## config.mk

```make
export PLATFORM = sky130hd
export DESIGN_NAME = nt35510_bus_responder
export DESIGN_NICKNAME = d
export VERILOG_FILES = /design/src/rtl/nt35510_bus_responder.sv
export SDC_FILE = /design/constraint.sdc
export NUM_CORES = 1
export LEC_CHECK = 0
export ABC_AREA = 1
export BUFFER_PORTS_ARGS = -buffer_cell sky130_fd_sc_hd__buf_2
export CORE_ASPECT_RATIO = 0.9
export CORE_MARGIN = 2
export CORE_UTILIZATION = 45
export DETAILED_ROUTE_END_ITERATION = 6
export HOLD_SLACK_MARGIN = 0.05
export PLACE_DENSITY = 0.64
export RECOVER_POWER = 50
export SYNTH_ARGS = -nofsm -noshare
export SYNTH_HDL_FRONTEND = slang
export SYNTH_SLANG_ARGS = --single-unit
```

## constraint.sdc

```tcl
create_clock -name clk -period 3.9 [get_ports clk]
set_input_delay 0.78 -clock clk [delete_from_list [all_inputs] [get_ports clk]]
set_output_delay 0.78 -clock clk [all_outputs]
set_load 0.02 [all_outputs]
```

## src/rtl/nt35510_bus_responder.sv

```systemverilog
// NT35510-style 8080 LCD bus responder: oversampled bus decode, 4-entry parameter file,
// register readback and a FWFT pixel FIFO. Readback path built only with NT35510_RESP_READBACK_EN.
module nt35510_bus_responder #(
  parameter int unsigned FIFO_DEPTH = 16,  // power of two, >= 2
  parameter logic [15:0] ID0        = 16'h0080,
  parameter logic [15:0] ID1        = 16'h0055,
  parameter logic [15:0] ID2        = 16'h0010
) (
  input  logic        clk,
  input  logic        nrst,
  input  logic        LCD_csel,
  input  logic        LCD_rs,
  input  logic        LCD_wr,
  input  logic        LCD_rd,
  input  logic [15:0] LCD_data_in,
  output logic [15:0] LCD_data_out,
  output logic        LCD_data_oe,
  output logic        pix_valid,
  input  logic        pix_ready,
  output logic [15:0] pix_data,
  output logic        overflow,
  output logic [7:0]  cur_cmd
);

  localparam int unsigned AW          = $clog2(FIFO_DEPTH);
  localparam logic [7:0]  CMD_SWRESET = 8'h01;
  localparam logic [7:0]  CMD_RDDID   = 8'h04;
  localparam logic [7:0]  CMD_RAMWR   = 8'h2C;
  localparam logic [AW:0] PTR_ONE     = {{AW{1'b0}}, 1'b1};

  // ---------------- synchronizers ----------------
  logic [1:0]  csel_sync_q, rs_sync_q, wr_sync_q;
  logic        wr_dly_q;
  logic [15:0] data_sync1_q, data_sync2_q;

  // NOTE: sequential state always uses non-blocking (<=) so every flop samples pre-edge values.
  // Strobes and chip select reset to their idle-high level so reset release never fakes an edge.
  always_ff @(posedge clk or negedge nrst) begin
    if (!nrst) begin
      csel_sync_q  <= 2'b11;
      rs_sync_q    <= 2'b00;
      wr_sync_q    <= 2'b11;
      wr_dly_q     <= 1'b1;
      data_sync1_q <= '0;
      data_sync2_q <= '0;
    end else begin
      csel_sync_q  <= {csel_sync_q[0], LCD_csel};
      rs_sync_q    <= {rs_sync_q[0], LCD_rs};
      wr_sync_q    <= {wr_sync_q[0], LCD_wr};
      wr_dly_q     <= wr_sync_q[1];
      data_sync1_q <= LCD_data_in;
      data_sync2_q <= data_sync1_q;
    end
  end

  logic        csel_s, rs_s, wr_s, bus_sel, wr_rise, cmd_wr, dat_wr;
  logic [15:0] data_s;
  assign csel_s  = csel_sync_q[1];
  assign rs_s    = rs_sync_q[1];
  assign wr_s    = wr_sync_q[1];
  assign data_s  = data_sync2_q;
  assign bus_sel = ~csel_s;
  assign wr_rise = bus_sel & wr_s & ~wr_dly_q;
  assign cmd_wr  = wr_rise & ~rs_s;
  assign dat_wr  = wr_rise & rs_s;

  // ---------------- state ----------------
  logic [7:0]       cur_cmd_q, cur_cmd_d;
  logic [3:0][15:0] param_q, param_d;
  logic [1:0]       idx_q, idx_d;
  logic             overflow_q, overflow_d;
  logic             push_q, push_d;
  logic [15:0]      push_data_q, push_data_d;
  logic [AW:0]      wptr_q, wptr_d, rptr_q, rptr_d;
  logic [15:0]      mem_q [FIFO_DEPTH];
  logic             empty, full, pop, push_ok, idx_step_rd;

  assign empty   = (wptr_q == rptr_q);
  assign full    = (wptr_q[AW] != rptr_q[AW]) && (wptr_q[AW-1:0] == rptr_q[AW-1:0]);
  assign pop     = ~empty & pix_ready;
  assign push_ok = push_q & (~full | pop);

  // NOTE: every variable gets a default at the top of always_comb, so no path can infer a latch.
  always_comb begin
    cur_cmd_d   = cur_cmd_q;
    param_d     = param_q;
    idx_d       = idx_q;
    overflow_d  = overflow_q;
    push_d      = 1'b0;
    push_data_d = data_s;
    wptr_d      = wptr_q;
    rptr_d      = rptr_q;
    if (pop)               rptr_d     = rptr_q + PTR_ONE;
    if (push_ok)           wptr_d     = wptr_q + PTR_ONE;
    if (push_q & ~push_ok) overflow_d = 1'b1;
    if (cmd_wr) begin
      cur_cmd_d = data_s[7:0];
      idx_d     = 2'd0;
      if (data_s[7:0] == CMD_SWRESET) begin
        param_d    = '0;
        wptr_d     = '0;
        rptr_d     = '0;
        overflow_d = 1'b0;
      end
      if (data_s[7:0] == CMD_RAMWR) overflow_d = 1'b0;
    end else if (dat_wr) begin
      if (cur_cmd_q == CMD_RAMWR) begin
        push_d = 1'b1;
      end else begin
        param_d[idx_q] = data_s;
        if (idx_q != 2'd3) idx_d = idx_q + 2'd1;
      end
    end else if (idx_step_rd && idx_q != 2'd3) begin
      idx_d = idx_q + 2'd1;
    end
  end

  always_ff @(posedge clk or negedge nrst) begin
    if (!nrst) begin
      cur_cmd_q   <= '0;
      param_q     <= '0;
      idx_q       <= '0;
      overflow_q  <= 1'b0;
      push_q      <= 1'b0;
      push_data_q <= '0;
      wptr_q      <= '0;
      rptr_q      <= '0;
    end else begin
      cur_cmd_q   <= cur_cmd_d;
      param_q     <= param_d;
      idx_q       <= idx_d;
      overflow_q  <= overflow_d;
      push_q      <= push_d;
      push_data_q <= push_data_d;
      wptr_q      <= wptr_d;
      rptr_q      <= rptr_d;
    end
  end

  // NOTE: the FIFO storage is deliberately not reset; pointers define validity and pix_data is gated.
  always_ff @(posedge clk) begin
    if (push_ok) mem_q[wptr_q[AW-1:0]] <= push_data_q;
  end

  assign pix_valid = ~empty;
  assign pix_data  = empty ? 16'h0000 : mem_q[rptr_q[AW-1:0]];
  assign overflow  = overflow_q;
  assign cur_cmd   = cur_cmd_q;

  // ---------------- read path ----------------
`ifdef NT35510_RESP_READBACK_EN
  logic [1:0]  rd_sync_q;
  logic        rd_dly_q, csel_dly_q;
  logic [15:0] rdata_q, rdata_d;
  logic        oe_q, oe_d, rd_param_q, rd_param_d;
  logic        rd_s, rd_fall, rd_done;

  assign rd_s        = rd_sync_q[1];
  assign rd_fall     = bus_sel & ~rd_s & rd_dly_q;
  // csel rising ends a read even if rd is still low.
  assign rd_done     = oe_q & ((rd_s & ~rd_dly_q) | (csel_s & ~csel_dly_q));
  assign idx_step_rd = rd_done & rd_param_q;

  always_comb begin
    rdata_d    = rdata_q;
    oe_d       = oe_q;
    rd_param_d = rd_param_q;
    if (rd_fall) begin
      oe_d       = 1'b1;
      rd_param_d = rs_s & wr_s;
      if (!rs_s || !wr_s) begin
        rdata_d = 16'h0000;
      end else if (cur_cmd_q == CMD_RDDID) begin
        case (idx_q)
          2'd0:    rdata_d = ID0;
          2'd1:    rdata_d = ID1;
          2'd2:    rdata_d = ID2;
          default: rdata_d = 16'h0000;
        endcase
      end else begin
        rdata_d = param_q[idx_q];
      end
    end else if (rd_done) begin
      oe_d = 1'b0;
    end
  end

  always_ff @(posedge clk or negedge nrst) begin
    if (!nrst) begin
      rd_sync_q  <= 2'b11;
      rd_dly_q   <= 1'b1;
      csel_dly_q <= 1'b1;
      rdata_q    <= '0;
      oe_q       <= 1'b0;
      rd_param_q <= 1'b0;
    end else begin
      rd_sync_q  <= {rd_sync_q[0], LCD_rd};
      rd_dly_q   <= rd_sync_q[1];
      csel_dly_q <= csel_s;
      rdata_q    <= rdata_d;
      oe_q       <= oe_d;
      rd_param_q <= rd_param_d;
    end
  end

  assign LCD_data_out = rdata_q;
  assign LCD_data_oe  = oe_q;
`else
  logic        unused_rd;
  logic [47:0] unused_ids;
  assign unused_rd    = LCD_rd;
  assign unused_ids   = {ID0, ID1, ID2};
  assign idx_step_rd  = 1'b0;
  assign LCD_data_out = 16'h0000;
  assign LCD_data_oe  = 1'b0;
`endif

endmodule

```

==> run metrics, run 1 <==
status finished, violations left; failing checks capacitance limit, slew limit; fin crit share 0.915; Worst IR Drop VDD 0.000423 V; largest buffer count on any clock path 3; vias per inst between 5 and 6; share of synthesized flip-flops with an asynchronous set or reset 0.227; Post-DP HPWL around 16000 µm; setup TNS 0 ps; Core Region slightly below 0.03 mm²; CP cell instances inv_1, buf_4, o21ai_0, o21ai_0, nand2_1, nand2_1, inv_1, a21oi_1, buf_2; critical path peak fanout 20; initial antenna violation count 0; via count 8246; most frequent cell after synthesis nand2_1; H-tree depth 2; Post-CTS Hold Fix Bufs 0; Clk pin slew, worst setup/hold paths approximately 60 ps; Seq cells post-synth 331; DR pass1 iterations 5; Routed Antenna Nets 0; Hold Fails Final Rpt 0; CP required about 3100 ps; min cycle time layout about 3600 ps; die width 184 µm; slowest CP cell inv_1; Tot GR Track Use 0.188; post-layout util 0.518; ratio of cells with drive above 1 in the final layout 0.117; IO Port Bufs between 40 and 50; clk sinks ~330; top cells by count, synth 367 x nand2_1, 256 x edfxtp_1, 146 x nor2_1, 82 x o21ai_0, 70 x dfrtp_1; Post-route DRC 0; area leader, netlist edfxtp_1; Synth-to-Final Area Change 13.3%; CP Class flop to output pin; 1st-iter DRT viols around 800; I/O pin count 66; TritonCTS Buffers 35; Worst setup EP type output pin; power share of the combinational group 0.294; number of synthesized flops with an enable pin ~260; part of the power in registers 0.394; dpl cells between 1500 and 2000; grt total ovfl 0; root buf cell clkbuf_16; total internal power about 6600 µW; die area 0.0307 mm²; later-pin clock latency in the skew report roughly 500 ps; clk_skew between 10 and 15 ps; Clk pwr share 0.312; CTS tree yes; slew margin rel. -0.171; max cap viols 1; Power Dens Cells just under 700 mW/mm²; Warnings, synthesis 0; Startpoint Class flop; Die Ht 166 µm; switch share 0.345; final std cells w/o fill 1639; P_sw between 3000 and 4000 µW; vias in the first global route between 7000 and 8000; Post-Syn Area ~0.013 mm²; Max stage delay on crit path approximately 440 ps; first-pass GRT wire length about 44000 µm; GP Congestion between 0.8 and 0.9; largest net degree at the start of global routing between 100 and 150; post-CTS setup repair buffer count 0; fmax ~280 MHz; cells after synthesis roughly 1200; worst slew pin tran about 1800 ps; top area cells in the synthesized netlist edfxtp_1 58%, dfrtp_1 13%, nand2_1 10%; RSZ-0062 raised after global routing false; row cnt slightly below 60; Synth Flop Type edfxtp_1; CTS resizes 0; Min-Delay Path Class flop to flop; routed wire length per instance between 15 and 20 µm; Initial Util 0.457; Static Leak just under 0.006 µW; Synth cell types 31; Pins Over Slew Limit 76; sequential cell area fraction in the yosys report 0.726; area share of the largest cell type after synthesis 0.583; Final #Nets around 1200; overall routed net length roughly 29000 µm; syn_area_per_cell between 10 and 15 µm²; Critical Path AT approximately 2800 ps; Final setup viols 0; # diodes 0
[critical path, delay by kind of cell, from the launching register on]
| family | cells | cell delay (ps) |
|---|---|---|
| AOI/OAI and AO/OA | 3 | 590 |
| and+or+nand+nor | 2 | 150 |
| buffers and inverters | 4 | 1120 |
| DFF | 1 | 420 |
[cell type report]
| cell class | instances | area, µm² |
|---|---|---|
| Tap cell | 396 | 495 |
| Fill cell | 2491 | 13900 |
| Multi-Input combinational cell | 731 | 3120 |
| Inverter | 43 | 165 |
| Clock buffer | 46 | 1000 |
| Clock inverter | 17 | 101 |
| Timing Repair Buffer | 75 | 483 |
| Sequential cell | 331 | 9580 |
[path summary, 6_finish.rpt]
kind                                  start  slack [ps]            end  cells past startpoint
setup / recovery                  rptr_q[1]         330    pix_data[6]                      9
hold / removal             data_sync1_q[15]         340     data_s[15]                      0
setup reg to reg                  rptr_q[0]        1230  mem_q[12][12]                     10
hold reg to reg            data_sync1_q[15]         340     data_s[15]                      0
max in group asynchronous              nrst        1920      rptr_q[0]                      1
min in group asynchronous              nrst         750      wptr_q[3]                      1
[state kept, by name, indices dropped and copies added, names as in the netlist, 2 cells and up]
register / flops
rptr_q: 5
wr_sync_q: 2
wptr_q: 5
mem_q: 256
cur_cmd: 8
csel_sync_q: 2
data_sync1_q: 16
data_s: 16
push_data_q: 16
rs_sync_q: 2
[cell usage in the layout, fill, tap and decap left out, types with 2 or more instances in the layout]
cell	netlist	layout
clkbuf_1	17	6
dfrtp_1	70	68
buf_4	25	25
nand4_1	2	2
clkbuf_16	0	38
nand3_1	63	63
nor2_1	146	146
nand2_4	2	2
nor3_1	2	2
nand2_2	5	5
edfxtp_1	256	256
a21oi_1	25	25
dfstp_2	5	4
o21ai_1	3	3
buf_2	19	46
nand3_4	2	2
nand2_1	367	367
inv_1	37	37
conb_1	1	17
buf_12	0	3
clkinv_1	1	10
clkbuf_8	0	2
inv_2	4	3
o21ai_0	82	82
xor2_1	5	5
clkinv_2	0	7
ha_1	5	5
[cell families after synthesis]
family / count (synthesis) / synth area share
AO/OA/AOI/OAI: 110 / 0.0417
buffers and inverters: 113 / 0.0430
XOR/XNOR: 5 / 0.00332
flip-flops: 331 / 0.726
AND/OR/NAND/NOR: 594 / 0.181
adder cells (fa/ha/maj): 5 / 0.00474
other: 1 / 0.000284
[metal layers]
layer | vias to the layer above | track usage | share of wire | wire length, µm
met5 | - | 0 | 0 | 0
met4 | 0 | 0.0504 | 0.016 | 446
met3 | 32 | 0.0339 | 0.072 | 2060
met2 | 286 | 0.283 | 0.45 | 12800
met1 | 3969 | 0.282 | 0.46 | 13300
li1 | 3959 | - | - | -
[per-stage QoR]
step | instance area (µm²) | total power, µW | hold WS, ps | setup slack, ps
6_report | 14900 | 10100 | 342 | 333
5_1_grt | 14900 | 10700 | 351 | 209
4_1_cts | 14900 | 10200 | 346 | 358
3_5_place_dp | 13800 | 7020 | 335 | 932
3_3_place_gp | 13800 | 6970 | 332 | 970
2_1_floorplan | 13300 | 6130 | 331 | 1180
[power by group through the flow]
stage	Sequential [µW]	Clock, µW	Combinational [µW]
floorplan	4020	0	2100
global placement	4050	0	2920
detailed placement	4050	0	2960
CTS	3980	3220	2980
global route	3990	3380	3300
finish	3980	3160	2970
Power figures use the tool's default switching activity.
==> inputs of run 2 (changes only) <==
--- a/config.mk
+++ b/config.mk
@@ -14,6 +14,7 @@
 export HOLD_SLACK_MARGIN = 0.05
 export PLACE_DENSITY = 0.64
 export RECOVER_POWER = 50
+export REMOVE_ABC_BUFFERS = 1
 export SYNTH_ARGS = -nofsm -noshare
 export SYNTH_HDL_FRONTEND = slang
 export SYNTH_SLANG_ARGS = --single-unit
==> run 2 against run 1 <==
Compared with the run above:
- the run still ends with capacitance limit, slew limit left
- final area about the same
- clock skew up 5.2 ps
- sequential power about the same
- register-to-register slack worse by 410 ps
==> run metrics, run 2 (synthesized netlist as in run 1, its figures left out) <==
first-pass GRT wire length between 40000 and 50000 µm; worst r2r path cells 9; Worst setup EP type output pin; Clk pin slew, worst setup/hold paths around 60 ps; routed wire length per instance approximately 17 µm; part of the power in registers 0.391; Worst IR Drop VDD between 0.0004 and 0.0005 V; Die Ht approximately 170 µm; DR WL met2 about 13000 µm; largest net degree at the start of global routing 133; slew margin rel. -0.205; TritonCTS Buffers 35; Crit path buffers/inverters 4; Hold Fails Final Rpt 0; CTS resizes 0; max cap viols 1; Pwr Total between 10000 and 15000 µW; met3 wire length 1800 µm; r2r setup slk between 800 and 900 ps; min cycle time layout 3470 ps; most common cell after layout, fill and taps aside nand2_1; RSZ-0062 raised after global routing false; post-layout util 0.518; post-CTS setup repair buffer count 0; grt total ovfl 0; Clk pwr share 0.323; WHS Path Cells 0; CTS tree yes; most frequent cells in the layout 367 x nand2_1, 256 x edfxtp_1, 131 x nor2_1; vias in the first global route 7861; number of flip-flops in the largest register 256; Startpoint Class flop; ratio of cells with drive above 1 in the final layout 0.127; fmax 288 MHz; status finished, violations left; CP Class flop to output pin; # diodes 0; Initial Util 0.457; die width ~180 µm; initial antenna violation count 0; dpl cells ~1600; hold_sp data_sync1_q[7]; 1st-iter DRT viols ~760; met1 WL approximately 13000 µm; critical path peak fanout 31; total internal power 6740 µW; GP Congestion a little under 0.8; die area roughly 0.031 mm²; later-pin clock latency in the skew report between 500 and 600 ps; IO Port Bufs 47; failing checks capacitance limit, slew limit; top sig layer met4; DR pass1 iterations 5; Min-Delay Path Class flop to flop; Final setup viols 0; row cnt 59; Power Dens Cells approximately 680 mW/mm²; fin crit share 0.890; Tot GR Track Use 0.189; Crit. Startpoint rptr_q[0]; clk sinks 331; Top delay family on crit path buffers and inverters; CP required roughly 3100 ps; Post-DP HPWL 15700 µm; switch share 0.338; Post-route DRC 0; Synth-to-Final Area Change 13.3%; overall routed net length ~28000 µm; Routed Antenna Nets 0; Core Region slightly below 0.03 mm²; Final #Nets approximately 1200; via count roughly 8200; Critical Path AT 2690 ps; reg2reg start rptr_q[0]; I/O pin count 66; Max stage delay on crit path around 500 ps; final std cells w/o fill about 1600; slowest CP cell dfrtp_4; Static Leak about 0.006 µW; clk_skew roughly 17 ps; r2r endpoint mem_q[6][7]; vias per inst ~5.0; Worst path most repeated cell nand2_1; P_sw around 3400 µW; Pins Over Slew Limit 76; Worst Hold End data_s[7]; root buf cell clkbuf_16; H-tree depth 2; CP cell instances clkinv_2, buf_4, nand2_1, nand2_1, nand2_1, o21ai_0, nand2_1, nand2_1, inv_1, a21oi_1, buf_2; largest buffer count on any clock path 3; worst slew pin tran around 1800 ps; Post-CTS Hold Fix Bufs 0; power share of the combinational group 0.286
-- run 2: worst max path at each step --
stage,endpoint,slack [ps],depth (start not counted)
after floorplan,pix_data[0],-1370,7
after global placement,mem_q[6][9],850,9
after detailed placement,mem_q[6][11],780,9
after CTS,pix_data[13],370,11
after global routing,pix_data[13],190,11
final,pix_data[13],430,11
-- run 2: layout make-up --
cell class / count / area [µm²]
Inverter: 43 / 165
Multi-Input combinational cell: 731 / 3160
Fill cell: 2479 / 13900
Timing Repair Buffer: 67 / 398
Sequential cell: 331 / 9580
Tap cell: 396 / 495
Clock buffer: 47 / 1040
Clock inverter: 14 / 123
-- run 2: power by group through the flow --
stage | clock network (µW) | logic [µW] | registers (µW)
after global routing | 3490 | 3280 | 3990
after global placement | 0 | 2880 | 4050
after CTS | 3340 | 2920 | 3980
after floorplan | 0 | 1730 | 4240
final | 3290 | 2910 | 3980
after detailed placement | 0 | 2910 | 4050
-- run 2: per-layer routing --
metal | GRT usage | up-vias
met1 | 0.269 | 3906
li1 | - | 3937
met3 | 0.0317 | 52
met2 | 0.296 | 284
met4 | 0.0630 | 0
met5 | 0 | -
-- run 2: stage by stage --
step	hold slack [ps]	worst slack, ps	cell area (µm²)	TNS, ps
after global routing	344	191	14900	0
after floorplan	331	-1370	12800	-285930
after global placement	332	850	13800	0
after CTS	344	375	15000	0
after detailed placement	335	784	13800	0
final	347	429	14900	0
